--- src/rtl/lc3b_fetch_stage_pkg.sv ---
// Shared LC-3b fetch types: machine word, opcode field, IF/ID payload and fetch FSM states.
package lc3b_fetch_stage_pkg;

   typedef logic [15:0] lc3b_word;

   typedef enum logic [3:0] {
      op_br   = 4'h0, op_add = 4'h1, op_ldb = 4'h2, op_stb = 4'h3,
      op_jsr  = 4'h4, op_and = 4'h5, op_ldr = 4'h6, op_str = 4'h7,
      op_rti  = 4'h8, op_not = 4'h9, op_ldi = 4'ha, op_sti = 4'hb,
      op_jmp  = 4'hc, op_shf = 4'hd, op_lea = 4'he, op_trap = 4'hf
   } lc3b_opcode;

   typedef struct packed {
      logic     valid;
      lc3b_word ir;
      lc3b_word pc;
      lc3b_word npc;
   } lc3b_if_id_t;

   typedef enum logic [1:0] {
      st_idle,
      st_req,
      st_drain
   } fetch_state_t;

endpackage

--- src/rtl/lc3b_skid_reg.sv ---
// One-entry holding register for a fetched IF/ID payload.
// Latency: loaded word visible the cycle after load.
// Backpressure: none of its own; the owner never loads while it is full and not draining.
module lc3b_skid_reg
   import lc3b_fetch_stage_pkg::*;
(
   input  logic        clk,
   input  logic        rst,
   input  logic        load,
   input  logic        clear,
   input  lc3b_if_id_t din,
   output lc3b_if_id_t dout
);

   always_ff @(posedge clk) begin
      if (rst) begin
         dout <= '0;
      end else if (clear) begin
         dout.valid <= 1'b0;
      end else if (load) begin
         dout <= din;
      end
   end

endmodule

--- src/rtl/lc3b_fetch_stage.sv ---
// LC-3b IF stage: owns the PC, issues imem reads and fills the IF/ID register.
// Latency: one IDLE cycle before the first read, then one instruction per cycle with 1-cycle memory.
// Backpressure: stall holds IF/ID; one extra word parks in the skid and fetching pauses until it drains.
module lc3b_fetch_stage
   import lc3b_fetch_stage_pkg::*;
#(
   parameter lc3b_word RESET_PC    = 16'h0000,
   parameter int       INSTR_BYTES = 2
)
(
   input  logic        clk,
   input  logic        rst,
   output logic        imem_read,
   output logic [15:0] imem_address,
   input  logic        imem_resp,
   input  logic [15:0] imem_rdata,
   input  logic        stall,
   input  logic        redirect,
   input  logic [15:0] redirect_pc,
   output logic        if_id_valid,
   output logic [15:0] if_id_ir,
   output lc3b_opcode  if_id_opcode,
   output logic [15:0] if_id_pc,
   output logic [15:0] if_id_npc
);

   localparam lc3b_word instr_step = lc3b_word'(INSTR_BYTES);

   fetch_state_t state;
   lc3b_word     pc;
   lc3b_word     req_pc;
   lc3b_if_id_t  if_id;
   lc3b_if_id_t  skid_q;
   lc3b_if_id_t  fetched;
   logic         accept;
   logic         skid_load;
   logic         skid_clear;
   logic         skid_valid_nxt;

   assign accept = (state == st_req) && imem_resp && !redirect;

   always_comb begin
      fetched.valid = 1'b1;
      fetched.ir    = imem_rdata;
      fetched.pc    = req_pc;
      fetched.npc   = req_pc + instr_step;
   end

   // The skid only fills while IF/ID is occupied: either stalled, or draining the older skid word.
   assign skid_load  = accept && (stall ? if_id.valid : skid_q.valid);
   assign skid_clear = redirect || (!stall && !accept);

   always_comb begin
      skid_valid_nxt = skid_q.valid;
      if (skid_clear)
         skid_valid_nxt = 1'b0;
      else if (skid_load)
         skid_valid_nxt = 1'b1;
   end

   lc3b_skid_reg u_skid (
      .clk   (clk),
      .rst   (rst),
      .load  (skid_load),
      .clear (skid_clear),
      .din   (fetched),
      .dout  (skid_q)
   );

   always_ff @(posedge clk) begin
      if (rst) begin
         state  <= st_idle;
         pc     <= RESET_PC;
         req_pc <= '0;
         if_id  <= '0;
      end else begin
         case (state)
            st_idle: begin
               if (redirect) begin
                  pc <= redirect_pc;
               end else if (!skid_q.valid) begin
                  req_pc <= pc;
                  pc     <= pc + instr_step;
                  state  <= st_req;
               end
            end
            st_req: begin
               if (redirect) begin
                  pc    <= redirect_pc;
                  state <= imem_resp ? st_idle : st_drain;
               end else if (imem_resp) begin
                  if (!skid_valid_nxt) begin
                     req_pc <= pc;
                     pc     <= pc + instr_step;
                  end else begin
                     state <= st_idle;
                  end
               end
            end
            st_drain: begin
               if (redirect)
                  pc <= redirect_pc;
               if (imem_resp)
                  state <= st_idle;
            end
            default: state <= st_idle;
         endcase

         if (redirect) begin
            if_id.valid <= 1'b0;
         end else if (accept) begin
            if (!stall)
               if_id <= skid_q.valid ? skid_q : fetched;
            else if (!if_id.valid)
               if_id <= fetched;
         end else if (!stall) begin
            if (skid_q.valid)
               if_id <= skid_q;
            else
               if_id.valid <= 1'b0;
         end
      end
   end

   assign imem_read    = (state != st_idle);
   assign imem_address = req_pc;
   assign if_id_valid  = if_id.valid;
   assign if_id_ir     = if_id.ir;
   assign if_id_opcode = lc3b_opcode'(if_id.ir[15:12]);
   assign if_id_pc     = if_id.pc;
   assign if_id_npc    = if_id.npc;

   a_addr_stable: assert property (@(posedge clk) disable iff (rst)
      (imem_read && !imem_resp) |=> $stable(imem_address));

   a_no_resp_idle: assert property (@(posedge clk) disable iff (rst)
      !(state == st_idle && imem_resp));

endmodule
--- config.mk ---
export PLATFORM = sky130hd
export DESIGN_NAME = lc3b_fetch_stage
export DESIGN_NICKNAME = d
export VERILOG_FILES = /design/src/rtl/lc3b_fetch_stage_pkg.sv /design/src/rtl/lc3b_skid_reg.sv /design/src/rtl/lc3b_fetch_stage.sv
export SDC_FILE = /design/constraint.sdc
export NUM_CORES = 1
export LEC_CHECK = 0
export CAP_MARGIN = 20
export CORE_ASPECT_RATIO = 1.1
export CORE_MARGIN = 8
export CORE_UTILIZATION = 50
export DETAILED_ROUTE_END_ITERATION = 10
export PLACE_DENSITY = 0.85
export SYNTH_ARGS = -nofsm -noshare
export SYNTH_HDL_FRONTEND = slang
export SYNTH_SLANG_ARGS = --single-unit
--- constraint.sdc ---
create_clock -name clk -period 2.95 [get_ports clk]
set_clock_uncertainty 0.2 [all_clocks]
set_input_delay 0.7375 -clock clk [delete_from_list [all_inputs] [get_ports clk]]
set_output_delay 0.7375 -clock clk [all_outputs]
set_load 0.1 [all_outputs]
==> results_dict.tcl <==
set metrics [dict create \
    layout-drive-gt1-share_pct 16.6 \
    top_layer "met4" \
    cts_made_buffers 17 \
    gr-usage-all-layers_pct 19.9 \
    pwr_density_cell_nw_per_um2 622 \
    report.power.total_mw 4.64 \
    worst_setup_path_start_kind "input port" \
    final_design_area_no_fill_um2 7470 \
    final_common_cell "nand2_1" \
    worstSkewPairLatency_ns 0.41 \
    wire_per_inst_um 15.8 \
    cts_resized 0 \
    initial_core_util_pct 50.5 \
    antenna_found_initial 0 \
    clk_pin_slew_worst_paths_ns 0.06 \
    fin_setup_tns_ns 0 \
    core_area_um2 11800 \
    hold_viol 0 \
    clock_sink_count 130 \
    synth_enable_flop_cells 0 \
    status "completed" \
    setup_violations_final 0 \
    h-tree-depth 4 \
    syn_nets 781 \
    design.die.area_um2 15700 \
    vias 5381 \
    detailroute.wirelength.met2_mm 7.48 \
    routabilityCongestion 0.826 \
    synth_area_per_cell_um2 8.04 \
    clk_root_buffer_cell "clkbuf_16" \
    synth_warnings 0 \
    fmax_mhz 398 \
    max_cap_violations 0 \
    fin_crit_sh_pct 85.2 \
    dr_wl_met3_um 917 \
    power.ir.vdd_worst_mv 0.315 \
    most_used_cells_in_the_layout_excluding_fill_and_tap_cells "nand2_1, dfxtp_1, nor2_1, buf_4, a21oi_1" \
    route.detailed.drc 0 \
    via_per_inst 5.53 \
    detailedRoute.firstIterationViolations 561 \
    ys_async_sr_fraction_pct 0 \
    cp-end-kind "flop" \
    width_of_the_die_um 120 \
    cp.arrival_ns 2.63 \
    grt-ovfl-total 0 \
    yosys_register_bits 130 \
    io_pins 107 \
    antenna_cells 0 \
    flow.area_growth_from_synthesis_pct 25.2 \
    fin_worst_hold_slack_ns 0.253 \
    placement_rows 42 \
    route.antenna.remaining_nets 0 \
    grt_pass1_wl_mm 25.5 \
    slew_violations 0 \
    postRouteWirelength_mm 15.3 \
    cts.path.max_buffers 2 \
    post-cts-setup-buffer-count 0 \
    finish.net_count 847 \
    cts_tree "yes" \
    met1_length_mm 6.76 \
    post-dp-hpwl_mm 9.89 \
    timing.setup.critical_path_class "in -> reg" \
    relSlewSlack_pct 35.1 \
    via_count_of_the_first_global_routing_pass 5187 \
    syn_inst 742 \
    rsz_0062_raised_after_global_routing "no" \
    postPlaceCellArea_um2 6840 \
    hold_class "reg -> reg" \
    synth_area_um2 5970 \
    cp_max_fo 10 \
    detailed_routing_iteration_count_for_the_pre_antenna_repair_pass 5 \
    die_height_um 131 \
    timing_worst_slew_pin_value_ns 0.974 \
    critical_path_required_ns 3.06 \
    grt_start_max_net_pins 67 \
    post-route-min-period_ns 2.51 \
    leakage_nw 2.67 \
    synth-seq-area-share_pct 43.6 \
    buffers_on_ports 106 \
    synthDistinctLibCells 55 \
    hold_buffers 0 \
    ys_flop_type "dfxtp_1" \
]
-- per-stage QoR --
| stage | cells | utilization [%] | setup WS, ns |
|---|---|---|---|
| 4_1_cts | 973 | 63.2 | 0.466 |
| 2_1_floorplan | 742 | - | 0.433 |
| 5_1_grt | 973 | 63.2 | 0.299 |
| 3_5_place_dp | 943 | 57.9 | 0.0708 |
| 6_report | 973 | 63.2 | 0.437 |
| 3_3_place_gp | 943 | 57.9 | 0.152 |
-- flip-flops by register name, indices dropped and copies added (netlist names) --
name          flops
if_id_npc        15
if_id_valid       1
if_id_pc         16
imem_address     16
u_skid.dout      48
pc               16
if_id_ir         16
state             2
-- worst paths after layout --
| check | depth (start not counted) | to | startpoint | slack (ns) |
|---|---|---|---|---|
| max | 6 | pc[2]$_SDFFE_PP0P_ | stall | 0.44 |
| min | 2 | u_skid.dout[44]$_SDFFE_PP0P_ | u_skid.dout[44]$_SDFFE_PP0P_ | 0.25 |
| max reg2reg | 6 | pc[10]$_SDFFE_PP0P_ | state[1]$_SDFFE_PP0P_ | 0.70 |
| min reg2reg | 2 | u_skid.dout[44]$_SDFFE_PP0P_ | u_skid.dout[44]$_SDFFE_PP0P_ | 0.25 |
-- area by class of cell --
type,count,area (um^2)
well taps,154,193
fillers,1010,4350
clock buffers,20,447
clock inverters,10,184
inverters,9,33.8
repair buffers,128,1140
multi-input cells,522,2880
flip-flops and latches,130,2600
-- critical path, stage by stage --
cell and delay [ns]:
clkdlybuf4s50_1 0.59, mux2i_1 0.25, or3_1 0.28, o211a_1 0.42, nor2_1 0.08, a311oi_1 0.26
-- power by group --
| group | internal (mW) | switching [mW] | total, mW | leakage, nW |
|---|---|---|---|---|
| clock network | 1.51 | 0.736 | 2.25 | 0.302 |
| registers | 1.80 | 0.0583 | 1.86 | 1.05 |
| logic | 0.168 | 0.371 | 0.539 | 1.31 |
-- cell usage after synthesis, drive strengths merged, types with 5 or more instances --
master / instances / area share [%]
a211oi: 15 / 2.0
a21o: 5 / 0.63
a21oi: 66 / 5.5
a311oi: 34 / 5.0
buf: 55 / 6.1
clkbuf: 26 / 1.6
dfxtp: 130 / 44
inv: 9 / 0.57
mux2i: 17 / 2.9
nand2: 172 / 11
nand3: 13 / 1.1
nand4: 5 / 0.52
nor2: 86 / 5.4
nor3: 17 / 1.6
o21ai: 16 / 1.4
o31a: 5 / 0.73
o32ai: 6 / 0.88
xnor2: 8 / 1.2
-- routing by layer --
layer,up-vias,global-route usage [%]
li1,2668,-
met1,2537,24.2
met2,161,33.5
met3,15,6.06
met4,0,5.74
met5,-,0
-- cells by family (layout without fill, tap and decap cells) --
family	after synthesis	in the layout	synth area share [%]
simple gates	323	323	23.4
buf+inv	90	167	8.30
flops	130	130	43.6
xor+xnor	12	12	1.76
fa+ha+maj	2	2	0.419
mux	17	17	2.85
compound gates	168	168	19.7
Note: power is estimated with default switching activity, not from simulation.
